==> config.mk <==
export PLATFORM = sky130hd
export DESIGN_NAME = lcd_cmd_issuer
export DESIGN_NICKNAME = d
export VERILOG_FILES = /design/src/rtl/lcd_pkg.sv /design/src/rtl/lcd_cmd_fifo.sv /design/src/rtl/lcd_cmd_issuer.sv
export SDC_FILE = /design/constraint.sdc
export NUM_CORES = 1
export LEC_CHECK = 0
export CAP_MARGIN = 20
export CORE_MARGIN = 5
export CORE_UTILIZATION = 50
export DETAILED_ROUTE_END_ITERATION = 7
export GPL_ROUTABILITY_DRIVEN = 1
export PLACE_DENSITY = 0.71
export SLEW_MARGIN = 25
export SYNTH_ARGS = -nofsm -noshare
export SYNTH_HDL_FRONTEND = slang
export SYNTH_HIERARCHICAL = 1
export SYNTH_SLANG_ARGS = --single-unit
==> constraint.sdc <==
create_clock -name clk -period 2.8 [get_ports clk]
set_input_delay 0.56 -clock clk [delete_from_list [all_inputs] [get_ports clk]]
set_output_delay 0.56 -clock clk [all_outputs]
set_load 0.02 [all_outputs]
==> src/rtl/lcd_pkg.sv <==
// Shared types for the LCD_CTRL command issuer: command codes, legality check
// and issuer FSM states.
package lcd_pkg;

  localparam int CMD_W = 4;

  typedef enum logic [CMD_W-1:0] {
    CMD_WRITE       = 4'd0,
    CMD_SHIFT_UP    = 4'd1,
    CMD_SHIFT_DOWN  = 4'd2,
    CMD_SHIFT_LEFT  = 4'd3,
    CMD_SHIFT_RIGHT = 4'd4,
    CMD_MAX         = 4'd5,
    CMD_MIN         = 4'd6,
    CMD_AVERAGE     = 4'd7,
    CMD_ROT_CCW     = 4'd8,
    CMD_ROT_CW      = 4'd9,
    CMD_MIRROR_X    = 4'd10,
    CMD_MIRROR_Y    = 4'd11
  } lcd_cmd_e;

  typedef enum logic [1:0] {
    IDLE  = 2'd0,
    GUARD = 2'd1,
    WAIT  = 2'd2,
    FRAME = 2'd3
  } issuer_state_e;

  // Codes above MIRROR_Y have no meaning to LCD_CTRL.
  function automatic logic is_legal_cmd(input logic [CMD_W-1:0] code);
    return code <= CMD_W'(CMD_MIRROR_Y);
  endfunction

endpackage

==> src/rtl/lcd_cmd_fifo.sv <==
// Synchronous command FIFO; pointers carry one extra wrap bit so full, empty
// and level all fall out of the registered pointers.
module lcd_cmd_fifo #(
  parameter int DEPTH = 8,
  parameter int WIDTH = 4
) (
  input  logic                     clk,
  input  logic                     reset,
  input  logic                     push,
  input  logic [WIDTH-1:0]         wdata,
  input  logic                     pop,
  output logic [WIDTH-1:0]         rdata,
  output logic                     full,
  output logic                     empty,
  output logic [$clog2(DEPTH):0]   level
);

  localparam int AW = $clog2(DEPTH);
  localparam int PW = AW + 1;

  logic [PW-1:0]    wr_ptr_q, wr_ptr_d;
  logic [PW-1:0]    rd_ptr_q, rd_ptr_d;
  logic [WIDTH-1:0] mem_q [DEPTH];
  logic             do_push, do_pop;

  always_comb begin
    full     = (wr_ptr_q[AW] != rd_ptr_q[AW]) && (wr_ptr_q[AW-1:0] == rd_ptr_q[AW-1:0]);
    empty    = (wr_ptr_q == rd_ptr_q);
    level    = wr_ptr_q - rd_ptr_q;
    do_push  = push && !full;
    do_pop   = pop && !empty;
    wr_ptr_d = wr_ptr_q + PW'(do_push);
    rd_ptr_d = rd_ptr_q + PW'(do_pop);
    rdata    = mem_q[rd_ptr_q[AW-1:0]];
  end

  always_ff @(posedge clk or negedge reset) begin
    if (!reset) begin
      wr_ptr_q <= '0;
      rd_ptr_q <= '0;
    end else begin
      wr_ptr_q <= wr_ptr_d;
      rd_ptr_q <= rd_ptr_d;
    end
  end

  // Storage needs no reset: entries are only read behind the write pointer.
  always_ff @(posedge clk) begin
    if (do_push) mem_q[wr_ptr_q[AW-1:0]] <= wdata;
  end

endmodule

==> src/rtl/lcd_cmd_issuer.sv <==
// Queues host commands and issues them one at a time to LCD_CTRL, following
// its busy/done handshake.
//   state | meaning
//   IDLE  | wait for busy low and a queued entry; pop, issue or discard
//   GUARD | one dead cycle after the strobe so LCD_CTRL can raise busy
//   WAIT  | busy high; count cycles toward timeout
//   FRAME | WRITE finished on busy; wait for done
module lcd_cmd_issuer #(
  parameter int DEPTH   = 8,
  parameter int CMD_W   = lcd_pkg::CMD_W,
  parameter int CNT_W   = 8,
  parameter int TIMEOUT = 1024
) (
  input  logic                     clk,
  input  logic                     reset,
  input  logic [CMD_W-1:0]         in_cmd,
  input  logic                     in_valid,
  output logic                     in_ready,
  output logic [CMD_W-1:0]         cmd,
  output logic                     cmd_valid,
  input  logic                     busy,
  input  logic                     done,
  output logic                     frame_done,
  output logic [CNT_W-1:0]         issued_cnt,
  output logic [$clog2(DEPTH):0]   fifo_level,
  output logic                     bad_cmd,
  output logic                     timeout_err
);

  import lcd_pkg::*;

  localparam int TW = $clog2(TIMEOUT + 1);
  localparam logic [TW-1:0] TMO_LAST = TW'(TIMEOUT - 1);

  issuer_state_e    state_q, state_d;
  logic [CMD_W-1:0] cmd_q, cmd_d;
  logic             cmd_valid_q, cmd_valid_d;
  logic             frame_done_q, frame_done_d;
  logic [CNT_W-1:0] issued_cnt_q, issued_cnt_d;
  logic             bad_cmd_q, bad_cmd_d;
  logic             timeout_err_q, timeout_err_d;
  logic             is_write_q, is_write_d;
  logic [TW-1:0]    tmo_q, tmo_d;

  logic             fifo_full, fifo_empty, fifo_pop;
  logic [CMD_W-1:0] fifo_rdata;

  lcd_cmd_fifo #(.DEPTH(DEPTH), .WIDTH(CMD_W)) u_fifo (
    .clk   (clk),
    .reset (reset),
    .push  (in_valid && !fifo_full),
    .wdata (in_cmd),
    .pop   (fifo_pop),
    .rdata (fifo_rdata),
    .full  (fifo_full),
    .empty (fifo_empty),
    .level (fifo_level)
  );

  always_comb begin
    state_d       = state_q;
    cmd_d         = cmd_q;
    cmd_valid_d   = 1'b0;
    frame_done_d  = 1'b0;
    issued_cnt_d  = issued_cnt_q;
    bad_cmd_d     = bad_cmd_q;
    timeout_err_d = timeout_err_q;
    is_write_d    = is_write_q;
    tmo_d         = tmo_q;
    fifo_pop      = 1'b0;
    case (state_q)
      IDLE: begin
        if (!busy && !fifo_empty) begin
          fifo_pop = 1'b1;
          if (is_legal_cmd(fifo_rdata)) begin
            cmd_d        = fifo_rdata;
            cmd_valid_d  = 1'b1;
            issued_cnt_d = issued_cnt_q + CNT_W'(1);
            is_write_d   = (fifo_rdata == CMD_W'(CMD_WRITE));
            state_d      = GUARD;
          end else begin
            bad_cmd_d = 1'b1;
          end
        end
      end
      GUARD: begin
        tmo_d   = '0;
        state_d = WAIT;
      end
      WAIT: begin
        if (!busy) begin
          if (!is_write_q) begin
            state_d = IDLE;
          end else if (done) begin
            // done coinciding with busy falling completes the frame at once
            frame_done_d = 1'b1;
            state_d      = IDLE;
          end else begin
            state_d = FRAME;
          end
        end else if (tmo_q == TMO_LAST) begin
          timeout_err_d = 1'b1;
          state_d       = IDLE;
        end else begin
          tmo_d = tmo_q + TW'(1);
        end
      end
      FRAME: begin
        if (done) begin
          frame_done_d = 1'b1;
          state_d      = IDLE;
        end
      end
      default: state_d = IDLE;
    endcase
  end

  always_ff @(posedge clk or negedge reset) begin
    if (!reset) begin
      state_q       <= IDLE;
      cmd_q         <= '0;
      cmd_valid_q   <= 1'b0;
      frame_done_q  <= 1'b0;
      issued_cnt_q  <= '0;
      bad_cmd_q     <= 1'b0;
      timeout_err_q <= 1'b0;
      is_write_q    <= 1'b0;
      tmo_q         <= '0;
    end else begin
      state_q       <= state_d;
      cmd_q         <= cmd_d;
      cmd_valid_q   <= cmd_valid_d;
      frame_done_q  <= frame_done_d;
      issued_cnt_q  <= issued_cnt_d;
      bad_cmd_q     <= bad_cmd_d;
      timeout_err_q <= timeout_err_d;
      is_write_q    <= is_write_d;
      tmo_q         <= tmo_d;
    end
  end

  assign in_ready    = !fifo_full;
  assign cmd         = cmd_q;
  assign cmd_valid   = cmd_valid_q;
  assign frame_done  = frame_done_q;
  assign issued_cnt  = issued_cnt_q;
  assign bad_cmd     = bad_cmd_q;
  assign timeout_err = timeout_err_q;

endmodule
### After elaboration in Yosys (flattened, before gate mapping)

Memory sizes are Yosys's and may differ from the RTL's.
Index checks and enable logic that the tools add are counted.

| storage, ports and cells | value |
|---|---|
| logic and storage cells | 70 |
| memories kept | 1 |
| bits in writable memories | 32 |
| output and inout port bits | 21 |
| register bits | 38 |
| input bits | 9 |

| operators by class | value |
|---|---|
| eq/ne operators | 13 |
| order comparisons | 1 |
| reductions and logical operators | 16 |
| $add $sub $neg | 5 |
| bitwise gates (word level) | 1 |
| multiplexer cells | 22 |

Memories:

| memory | words | bits a word | read ports | clocked after Yosys merged registers in | write ports | RTL line | source |
|---|---|---|---|---|---|---|---|
| u_fifo.mem_q | 8 | 4 | 1 | 0 | 1 | lcd_cmd_fifo.sv:23 | `logic [WIDTH-1:0] mem_q [DEPTH];` |

Operator list:

| cell | count |
|---|---|
| $mux W11 | 2 |
| $pmux W11 S2 | 1 |
| $mux W2 | 7 |
| $reduce_and A3 Y1 | 4 |
| $add A11 B1 Y11 const B | 1 |
| $eq A11 B10 Y1 const B | 1 |
| $mux W1 | 10 |
| $ne A2 B2 Y1 const B | 5 |
| $add A4 B1 Y4 | 2 |
| $add A8 B1 Y8 const B | 1 |
| $pmux W2 S4 | 1 |
| $logic_and A1 B1 Y1 | 5 |
| $eq A2 B2 Y1 const B | 2 |
| $eq A4 B4 Y1 | 1 |
| $le A4 B4 Y1 const B | 1 |
| $logic_not A4 Y1 | 1 |
| $reduce_and A4 Y1 | 1 |
| $sub A4 B4 Y4 | 1 |
| $eq A3 B3 Y1 | 1 |
| $logic_not A1 Y1 | 3 |
| $ne A3 B3 Y1 const B | 1 |
| $eq A2 B1 Y1 const B | 1 |
| $logic_not A2 Y1 | 1 |
| $pmux W1 S2 | 1 |
| 3 further kinds | 3 |

### Longest topological paths before layout

Gate-level depths: netlist of the first run.

| logic depth | value |
|---|---|
| depth in word-level cells | 7 |
| mapped depth | 11 |
| mapped depth without buffers | 10 |

### By module

Netlist of the first run, hierarchy kept.

By module, submodules not included:

| module | sequential area each (um^2) | times used | cells each | area each (um^2) |
|---|---|---|---|---|
| lcd_cmd_fifo | 1,161.1 | 1 | 107 | 1,752.9 |
| lcd_cmd_issuer | 750.7 | 1 | 142 | 1,401.3 |

### Worst setup path after synthesis of the first run

No wires, ideal clock.

| path | value |
|---|---|
| kind | register -> register |
| start | register u_fifo.rd_ptr_q[2] |
| end | register u_fifo.rd_ptr_q[2] |
| library setup time | 0.079 ns |
| cell stages (with the launch flop) | 11 |
| data required time | 2.721 ns |
| arrival | 2.169 ns |
| clock period less this slack | 2.248 ns |
| slack | 0.552 ns |
| cell sequence | dfrtp_1 -> buf_2 -> inv_1 -> ha_1 -> and4_1 -> or4_4 -> inv_2 -> nor2b_1 -> ha_1 -> ha_1 -> xor2_1 |

| between the ends | value |
|---|---|
| word-level cells in the longest chain between the ends | 7 |

RTL lines:

| element | RTL line | source |
|---|---|---|
| start, declared | lcd_cmd_fifo.sv:22 | `logic [PW-1:0] rd_ptr_q, rd_ptr_d;` |
| start signal, assigned | lcd_cmd_fifo.sv:43 | `rd_ptr_q <= rd_ptr_d;` |
| $eq A4 B4 Y1 | lcd_cmd_fifo.sv:28 | `empty = (wr_ptr_q == rd_ptr_q);` |
| named net fifo_empty | lcd_cmd_issuer.sv:45 | `logic fifo_full, fifo_empty, fifo_pop;` |
| $logic_not A1 Y1 | lcd_cmd_issuer.sv:73 | `if (!busy && !fifo_empty) begin` |
| $logic_and A1 B1 Y1 | lcd_cmd_issuer.sv:73 |  |
| $mux W1 | lcd_cmd_issuer.sv:73 |  |
| $mux W1 | lcd_cmd_issuer.sv:71 | `case (state_q)` |
| named net fifo_pop | lcd_cmd_issuer.sv:45 |  |
| $logic_and A1 B1 Y1 | lcd_cmd_fifo.sv:31 | `do_pop = pop && !empty;` |
| $add A4 B1 Y4 | lcd_cmd_fifo.sv:33 | `rd_ptr_d = rd_ptr_q + PW'(do_pop);` |
| named net u_fifo.rd_ptr_d[2] | lcd_cmd_fifo.sv:22 |  |

The timed path passes the listed nets, and every way through them passes these cells.
A chain may end at the register's enable or synchronous reset.

### Final worst setup path of the first run

| path | value |
|---|---|
| start | register u_fifo.rd_ptr_q[1] |
| end | output port in_ready |

| between the ends | value |
|---|---|
| word-level cells in the longest chain between the ends | 3 |

RTL lines:

| element | RTL line | source |
|---|---|---|
| $eq A3 B3 Y1 | lcd_cmd_fifo.sv:27 | `full = (wr_ptr_q[AW] != rd_ptr_q[AW]) && (wr_ptr_q[AW-1:0] == rd_ptr_q[AW-1:0]);` |
| $logic_and A1 B1 Y1 | lcd_cmd_fifo.sv:27 |  |
| named net fifo_full | lcd_cmd_issuer.sv:45 |  |
| $logic_not A1 Y1 | lcd_cmd_issuer.sv:142 | `assign in_ready = !fifo_full;` |
| end, declared | lcd_cmd_issuer.sv:18 | `output logic in_ready,` |

The timed path passes the listed nets, and every way through them passes these cells.

==> results of run 1 <==
-- cell usage after synthesis (2+ instances only) --
cell      count
clkbuf_1      3
o21ai_0       4
inv_2         2
a21oi_1       4
mux2i_1       2
nand2b_1      5
o22ai_1       2
and4_1        2
nand3_1      14
xor2_1        3
dfrtp_1      38
edfxtp_1     32
buf_6         2
a31oi_1       2
nand2_1      37
o21ba_2       2
xnor2_1      10
ha_1          9
nor2_1       13
buf_2         2
mux4_1        8
nor3_1       10
nand4_1       5
o21bai_1      2
nor2b_1       6
inv_1        10
and3_1        4
-- cell usage in the layout, fill, tap and decap left out, drive strengths merged, types with 3 or more instances in the layout --
cell,synthesis,final
xor2,3,3
buf,4,10
a21oi,4,4
and4,3,3
clkbuf,3,11
dfrtp,38,38
nand3,14,14
clkinv,0,3
ha,9,9
and3,4,4
mux4,8,8
nand2,38,38
nand4,5,5
nor3,10,10
xnor2,11,11
nor2b,6,6
clkdlybuf4s50,0,25
nand2b,5,5
nor2,13,13
inv,12,12
edfxtp,32,32
o21ai,5,5
-- cells by family (layout without fill, tap and decap cells) --
family | Yosys count | count (layout) | share of synthesized area, %
and+or+nand+nor | 105 | 105 | 16.5
DFF | 70 | 70 | 60.6
AOI/OAI and AO/OA | 21 | 21 | 4.40
buffers and inverters | 19 | 66 | 2.82
xor gates and xnor gates | 14 | 14 | 4.13
adders and majority gates | 10 | 10 | 4.20
muxes | 10 | 10 | 7.30
-- final cells by class --
| cell class | count | area, um^2 | area share (%) |
|---|---|---|---|
| Clock buffer | 11 | 131 | 3.51 |
| Sequential cell | 70 | 1910 | 51.1 |
| Inverter | 12 | 45.0 | 1.20 |
| Clock inverter | 5 | 50.0 | 1.34 |
| Timing Repair Buffer | 38 | 357 | 9.52 |
| Tap cell | 77 | 96.3 | 2.57 |
| Multi-Input combinational cell | 160 | 1150 | 30.8 |
-- stage by stage --
stage	util (%)	power [mW]	cell area [um^2]
global placement	57.0	3.20	3560
CTS	59.9	3.99	3740
global route	60.0	4.22	3750
detailed placement	57.0	3.25	3560
finish	60.0	3.93	3750
floorplan	-	2.62	3150
-- sequential cells by signal, indices dropped and copies added, names as in the netlist, 2 cells and up --
register / count
u_fifo/mem_q: 32
tmo_q: 11
issued_cnt: 8
cmd: 4
u_fifo/rd_ptr_q: 4
u_fifo/wr_ptr_q: 4
state_q: 2
-- where the power goes --
part	leakage [nW]	switching (mW)	internal, mW	total, mW
Combinational	0.686	0.877	0.748	1.62
Sequential	0.778	0.215	1.33	1.54
Clock	0.0884	0.352	0.405	0.757
Total	1.55	1.44	2.48	3.93
-- metal layers --
metal	GRT usage, %	up-vias	share of wire [%]
met1	19.7	958	47
met4	7.58	0	1.5
li1	-	987	-
met2	23.7	41	47
met5	0	-	0
met3	4.61	7	4.7
-- path summary, 6_finish.rpt --
kind | startpoint | end | slack [ns] | depth (start not counted)
max | u_fifo/rd_ptr_q[1] | in_ready | 0.16 | 6
min in group clk | issued_cnt[7] | issued_cnt[7] | 0.47 | 1
min reg2reg | issued_cnt[7] | issued_cnt[7] | 0.47 | 1
min | reset | issued_cnt[6] | 0.32 | 1
max reg2reg | u_fifo/wr_ptr_q[2] | u_fifo/rd_ptr_q[2] | 0.47 | 8
max in group asynchronous | reset | u_fifo/rd_ptr_q[1] | 1.90 | 1
-- timing repair --
item | CTS | global route
gates resized for setup | 2 | 2
setup endpoints to repair | 2 | 2
pin swaps | 0 | 0
hold endpoints to repair | 0 | 0
==> summary.md, run 1 <==
| Metric | Value |
|---|---|
| Status | `complete, no violations` |
| Share of cells above drive strength 1 | `10.8%` |
| Dpl hpwl | `3.95 mm` |
| #FFs+latches synth | `70` |
| CTS clk-pin slew, worst paths | `0.07 ns` |
| Post-synth ARST share | `54.3%` |
| Largest area contributor in the netlist | `edfxtp_1` |
| CTS tree | `done` |
| Final cell count without fillers | `373` |
| Dominant synthesized flop cell | `dfrtp_1` |
| Fin crit period | `2.64 ns` |
| Cell Area, Synth | `3150 um^2` |
| Clock buffer depth | `2` |
| Largest net degree at the start of global routing | `39` |
| Pre-CTS setup slack | `0.349 ns` |
| Overall global routing resource usage | `approximately 15%` |
| Initial antenna violation count | `0` |
| WL final | `5.46 mm` |
| Startpoint class of the critical path | `flop` |
| Clk sinks | `70` |
| Syn Nets | `268` |
| Chip Width | `89.4 um` |
| I/O pin total | `30` |
| Cells after DPL | `357` |
| Req. time, crit path | `2.24 ns` |
| Worst-Skew Late Latency | `0.33 ns` |
| Yosys warns | `6` |
| CP max stage delay | `~0.59 ns` |
| Gpl congestion | `0.809` |
| First-pass GRT wire length | `between 9 and 10 mm` |
| Vias per Instance | `around 5.3` |
| CP most frequent cell | `inv_1` |
| Netlist cell types | `43` |
| Post-CTS Hold Buffers | `0` |
| Core area | `approximately 6200 um^2` |
| Slew Limit Fails | `0` |
| Area grow syn2layout | `18.8%` |
| Nets | `310` |
| Tightest Pin Transition | `0.840 ns` |
| Pleak | `1.55 nW` |
| PD cells | `1050 nW/um^2` |
| Critical path peak fanout | `8` |
| Cell family with most CP delay | `buffers and inverters` |
| Final ANT Viol Nets | `0` |
| DR iter-0 viols | `70` |
| Setup ws final | `0.160 ns` |
| H-Tree Level Count | `3` |
| CP arrival | `2.08 ns` |
| Max cap viols | `0` |
| Crit-path slowest cell | `clkdlybuf4s50_1` |
| Grt ovf | `0` |
| Crit-path cells | `inv_1 > ha_1 > nand3_1 > nor2_1 > inv_1 > clkdlybuf4s50_1` |
| Worst Setup End Kind | `output port` |
| Sequential fraction of the synthesis area | `60.6%` |
| DRC | `0` |
| Top cell type's share of synthesized area | `30.5%` |
| Starting density of the core | `50.5%` |
| Port Buffers | `29` |
| Top cells by area, synth | `edfxtp_1 (30%), dfrtp_1 (30%), mux4_1 (6.7%)` |
| Drt first pass iters | `4` |
| Clock Skew | `0.00623 ns` |
| Worst Hold Margin | `0.320 ns` |
| Via count of the first global-routing pass | `1956` |
| TritonCTS buffer count | `9` |
| RSZ-0062 raised after global routing | `no` |
| Diodes inserted | `0` |
| Syn avg cell area | `between 10 and 15 um^2` |
| Clock root cell | `clkbuf_8` |
| DIE HEIGHT | `89.4 um` |
| Cells after synthesis | `249` |
| WL per Instance | `14.6 um` |
| Via count | `1993` |
| Fin Setup TNS | `0 ns` |
| Hold Vio Cnt, Final | `0` |
| Post-synth EDFFs | `32` |
| CP Buf/Inv Count | `3` |
| Crit share post-route | `94.3%` |
| Setup violators final | `0` |
| Worst setup path class | `flop to output port` |
| Row count | `29` |
| Post-CTS setup buffer count | `0` |
| VDD IR-drop max | `0.567 mV` |
| Tightest Hold Check Type | `input port to async pin` |
| # fillers | `slightly above 500` |
| Die footprint | `around 8000 um^2` |
| Worst rel slew slack | `44.0%` |
| FMAX | `~380 MHz` |
Note: power is estimated with default switching activity, not from simulation.
==> inputs of run 2 (changes only) <==
- clock period: 2.8 -> 3.35 ns (I/O delays scaled with it)
==> summary.md, run 2 (synthesized netlist as in run 1, its figures left out) <==
| Metric | Value |
|---|---|
| Setup violators final | `0` |
| CP arrival | `between 2 and 2.5 ns` |
| Max reg flops | `32` |
| RSZ-0062 raised after global routing | `no` |
| Register share of total power | `between 40% and 50%` |
| Worst rel slew slack | `56.3%` |
| CTS clk-pin slew, worst paths | `around 0.080 ns` |
| Hold Vio Cnt, Final | `0` |
| Initial antenna violation count | `0` |
| Startpoint class of the critical path | `flop` |
| Via count of the first global-routing pass | `a little under 2000` |
| Diodes inserted | `0` |
| Comb pwr share | `roughly two fifths` |
| DIE HEIGHT | `approximately 90 um` |
| Fin Setup TNS | `0 ns` |
| Pre-CTS setup slack | `0.707 ns` |
| VDD IR-drop max | `~0.49 mV` |
| Final Cell Area | `between 3000 and 4000 um^2` |
| FMAX | `~340 MHz` |
| Vias per Instance | `5.39` |
| WL per Instance | `15.3 um` |
| Clock Skew | `0.0115 ns` |
| Worst Hold Margin | `just under 0.3 ns` |
| Worst setup path class | `flop to output port` |
| Via count | `1972` |
| Worst R2R Path Depth | `9` |
| DR iter-0 viols | `89` |
| Cts repair resizes | `0` |
| Max cap viols | `0` |
| Cells after DPL | `350` |
| Starting density of the core | `about half` |
| Clock buffer depth | `2` |
| Status | `complete, no violations` |
| Port Buffers | `29` |
| Req. time, crit path | `2.68 ns` |
| Worst Setup End Kind | `output port` |
| Die footprint | `8000 um^2` |
| Post-CTS Hold Buffers | `0` |
| Clk sinks | `70` |
| Fin crit period | `approximately 3 ns` |
| DRC | `0` |
| Grt ovf | `0` |
| WL final | `5.61 mm` |
| Area after DPL | `3510 um^2` |
| Row count | `29` |
| Gpl congestion | `0.770` |
| Core area | `6240 um^2` |
| Drt first pass iters | `4` |
| PD cells | `between 800 and 900 nW/um^2` |
| First-pass GRT wire length | `roughly 9.7 mm` |
| Slew Limit Fails | `0` |
| Nets | `303` |
| Clock root cell | `clkbuf_8` |
| Critical path peak fanout | `11` |
| I/O pin total | `30` |
| Tightest Hold Check Type | `input port to async pin` |
| Tightest Pin Transition | `0.650 ns` |
| Worst-Skew Late Latency | `0.33 ns` |
| Dpl hpwl | `~4 mm` |
| Area grow syn2layout | `17.3%` |
| Setup ws final | `0.366 ns` |
| TritonCTS buffer count | `9` |
| Commonest non-fill, non-tap cell in the layout | `dfrtp_1` |
| Crit share post-route | `between 80% and 90%` |
| Cell Int Power | `between 2 and 2.5 mW` |
| Largest net degree at the start of global routing | `39` |
| Overall global routing resource usage | `16.2%` |
| Post-CTS setup buffer count | `0` |
| # fillers | `roughly 500` |
| Share of cells above drive strength 1 | `9.34%` |
| Chip Width | `89.4 um` |
| Final ANT Viol Nets | `0` |
| R2R setup slack | `0.83 ns` |
| H-Tree Level Count | `3` |
| Switch share | `about 37%` |
| Most frequent cells in the layout | `dfrtp_1 (38), nand2_1 (37), edfxtp_1 (32), clkdlybuf4s50_1 (28), nand3_1 (14)` |
| Final cell count without fillers | `366` |
| CTS tree | `done` |
| Pleak | `between 1.5 and 2 nW` |
| Psw | `1.21 mW` |
| Power share of the clock group | `19.6%` |
[run 2: cell count changes in the layout (fill, tap and decap cells not counted), sizes merged]
cell and delta:
buf -7, clkbuf -2, clkdlybuf4s50 +3, clkinv +2, dlygate4sd2 -1, dlymetal6s2s -2
[run 2: worst paths after layout]
kind / start / end
setup reg to reg: u_fifo/rd_ptr_q[2] / u_fifo/rd_ptr_q[2]
max in group asynchronous: reset / tmo_q[8]
min in group clk: timeout_err / timeout_err
hold reg to reg: timeout_err / timeout_err
setup / recovery: u_fifo/rd_ptr_q[2] / fifo_level[3]
hold / removal: reset / issued_cnt[4]
[run 2: area by class of cell]
class | count | area (um^2) | area share (%)
flip-flops and latches | 70 | 1910 | 51.7
multi-input cells | 160 | 1150 | 31.2
repair buffers | 31 | 303 | 8.19
clock buffers | 9 | 124 | 3.35
well taps | 77 | 96.3 | 2.60
clock inverters | 7 | 65.1 | 1.76
inverters | 12 | 45.0 | 1.22
[run 2: worst max-delay path, stage by stage (launching register included)]
cell	delay, ns
dfrtp_1	0.57
inv_1	0.08
ha_1	0.36
a21oi_1	0.16
nand2_1	0.08
xor2_1	0.12
clkdlybuf4s50_1	0.62
[run 2: layer usage]
metal	GRT usage, %	share of wire, %	up-vias	wire, um
met2	25.0	47	40	2620
met3	3.69	4.7	9	261
met1	22.2	47	960	2640
li1	-	-	963	-
met4	6.90	1.6	0	87
met5	0	0	-	0
[run 2: metrics by stage]
stage / power, mW / utilization, %
floorplan: 2.19 / -
global placement: 2.63 / 56.2
finish: 3.28 / 59.3
global route: 3.53 / 59.3
CTS: 3.32 / 59.2
detailed placement: 2.67 / 56.2
[run 2: power by group through the flow]
stage	clock network, mW	registers, mW	logic [mW]
2_1_floorplan	0	1.33	0.863
3_3_place_gp	0	1.34	1.28
3_5_place_dp	0	1.35	1.32
4_1_cts	0.662	1.34	1.32
5_1_grt	0.703	1.37	1.46
6_report	0.643	1.34	1.30
==> inputs of run 3 (changes only) <==
- ABC_AREA: unset -> 1
- CORE_UTILIZATION: 50 -> 55
- GPL_ROUTABILITY_DRIVEN: 1 -> unset
- PLACE_DENSITY: 0.71 -> 0.76
==> summary.md, run 3 <==
| Metric | Value |
|---|---|
| DRC | `0` |
| CP arrival | `2.44 ns` |
| Fin crit period | `3.11 ns` |
| Worst rel slew slack | `between 40% and 50%` |
| Post-CTS setup buffer count | `0` |
| Syn avg cell area | `8.76 um^2` |
| FMAX | `322 MHz` |
| Top cells by area, synth | `edfxtp_1 (27%), dfrtp_1 (27%), nand2_1 (13%)` |
| Gpl congestion | `0.904` |
| Critical path peak fanout | `7` |
| R2R setup slack | `slightly above 1 ns` |
| Cell Area, Synth | `roughly 3600 um^2` |
| Count leader, synth | `nand2_1` |
| Vias per Instance | `4.97` |
| Largest area contributor in the netlist | `edfxtp_1` |
| Share of cells above drive strength 1 | `9.80%` |
| Die footprint | `8220 um^2` |
| H-Tree Level Count | `3` |
| Dpl hpwl | `5.11 mm` |
| First-pass GRT wire length | `11.9 mm` |
| Worst Setup End Kind | `output port` |
| Hold Vio Cnt, Final | `0` |
| Max cap viols | `0` |
| WL per Instance | `about 13 um` |
| Overall global routing resource usage | `18.3%` |
| Utilization after layout | `64.2%` |
| Via count of the first global-routing pass | `about 2600` |
| Top cell type's share of synthesized area | `26.8%` |
| #FFs+latches synth | `70` |
| VDD IR-drop max | `0.682 mV` |
| Grt ovf | `0` |
| Core area | `6350 um^2` |
| Post-synth EDFFs | `32` |
| Post-synth ARST share | `a little over half` |
| Clock Skew | `about 0.011 ns` |
| Max Used Layer | `met4` |
| Reg2reg start | `u_fifo/rd_ptr_q[2]` |
| Met2 WL | `3.07 mm` |
| I/O pin total | `30` |
| Via count | `~2600` |
| Pwr Total | `roughly 3.5 mW` |
| Startpoint class of the critical path | `flop` |
| Port Buffers | `29` |
| Critical path origin | `u_fifo/rd_ptr_q[2]` |
| Clock buffer depth | `2` |
| Req. time, crit path | `2.68 ns` |
| Syn Nets | `428` |
| Setup crit end | `fifo_level[3]` |
| CTS tree | `done` |
| Initial antenna violation count | `0` |
| Drt first pass iters | `5` |
| Worst setup path class | `flop to output port` |
| Dominant synthesized flop cell | `dfrtp_1` |
| CTS clk-pin slew, worst paths | `0.08 ns` |
| Largest net degree at the start of global routing | `39` |
| Most frequent cells in the layout | `nand2_1 (124), inv_1 (70), nand3_1 (45), dfrtp_1 (36), edfxtp_1 (32)` |
| Pleak | `1.96 nW` |
| DIE HEIGHT | `90.7 um` |
| Commonest cells in the synthesized netlist | `nand2_1 (124), inv_1 (70), nand3_1 (45)` |
| TritonCTS buffer count | `9` |
| Final ANT Viol Nets | `0` |
| Status | `complete, no violations` |
| Slew Limit Fails | `0` |
| Max reg flops | `32` |
| Fin Setup TNS | `0 ns` |
| Nets | `between 400 and 500` |
| Setup violators final | `0` |
| Clock root cell | `clkbuf_8` |
| Area grow syn2layout | `13.9%` |
| Clk sinks | `70` |
| PD cells | `around 850 nW/um^2` |
| RSZ-0062 raised after global routing | `no` |
| Cells after synthesis | `~410` |
| Yosys warns | `6` |
| Worst Hold Margin | `between 0.4 and 0.5 ns` |
| Post-CTS Hold Buffers | `0` |
| Row count | `29` |
| Met3 Wirelength | `412 um` |
| Tightest Pin Transition | `roughly 0.86 ns` |
| Chip Width | `slightly above 90 um` |
| Worst-Skew Late Latency | `0.36 ns` |
| Met1 wire length | `between 3 and 4 mm` |
| Diodes inserted | `0` |
| Netlist cell types | `33` |
| Tightest Hold Check Type | `input port to async pin` |
| R2R Path End | `cmd[0]` |
| Sequential fraction of the synthesis area | `53.4%` |
| WL final | `6.94 mm` |
| Crit share post-route | `92.8%` |
| Commonest non-fill, non-tap cell in the layout | `nand2_1` |
| Worst R2R Path Depth | `12` |
| DR iter-0 viols | `about 170` |
| Starting density of the core | `~56%` |
-- run 3: changes by cell type after synthesis, sizes merged, moves of 8 or more --
| cell | before | now |
|---|---|---|
| inv | 12 | 76 |
| mux4 | 8 | 0 |
| nand2 | 38 | 130 |
| nand3 | 14 | 46 |
| nor2 | 13 | 33 |
-- run 3: per-layer routing --
metal | up-vias | track usage, %
met3 | 12 | 5.17
met2 | 61 | 27.2
met5 | - | 0
met1 | 1194 | 24.9
met4 | 0 | 8.06
li1 | 1347 | -
-- run 3: cells by family (layout without fill, tap and decap cells) --
kind of cell / Yosys count / count (layout) / synth area share, %
xor+xnor: 13 / 13 / 3.39
compound gates: 14 / 14 / 2.48
simple gates: 218 / 218 / 27.3
buf+inv: 84 / 124 / 9.78
fa+ha+maj: 10 / 10 / 3.70
flops: 70 / 70 / 53.4
-- run 3: worst min path at each step --
stage	start	end	slack, ns	depth (start not counted)
finish	reset	cmd_valid	0.42	1
global route	reset	issued_cnt[0]	0.49	1
CTS	reset	issued_cnt[4]	0.45	1
detailed placement	timeout_err	timeout_err	0.47	1
global placement	timeout_err	timeout_err	0.46	1
floorplan	reset	bad_cmd	0.37	0
-- run 3: area by class of cell --
class | instances | area, um^2
Fill cell | 519 | 2270
Sequential cell | 70 | 1910
Multi-Input combinational cell | 255 | 1320
Timing Repair Buffer | 31 | 300
Inverter | 77 | 289
Clock buffer | 11 | 131
Tap cell | 77 | 96.3
Clock inverter | 5 | 27.5
-- run 3: worst max-delay path: stages, from the launching register on --
cell and delay (ns):
dfrtp_2 0.43, inv_1 0.12, ha_1 0.35, nand2_1 0.09, or2_2 0.29, nand2_1 0.06, nand2_1 0.04, nand2_1 0.09
clkdlybuf4s50_1 0.61
-- run 3: timing repair --
item | in CTS | in global routing
resized for setup | 0 | 2
hold endpoints to repair | 0 | 0
endpoints found under the setup margin | 0 | 1
-- run 3: through the flow --
stage / instance area (um^2) / instances / setup WS (ns)
finish: 4080 / 526 / 0.241
global route: 4080 / 526 / 0.0679
detailed placement: 3920 / 510 / 0.504
CTS: 4080 / 526 / 0.101
floorplan: 3580 / 409 / 1.12
global placement: 3920 / 510 / 0.547
-- run 3: power breakdown --
group / total (mW) / leakage [nW] / internal, mW / switching [mW]
clock: 0.576 / 0.0829 / 0.263 / 0.313
combinational: 1.61 / 1.10 / 0.624 / 0.988
sequential: 1.29 / 0.775 / 1.11 / 0.178
total: 3.48 / 1.96 / 2.00 / 1.48
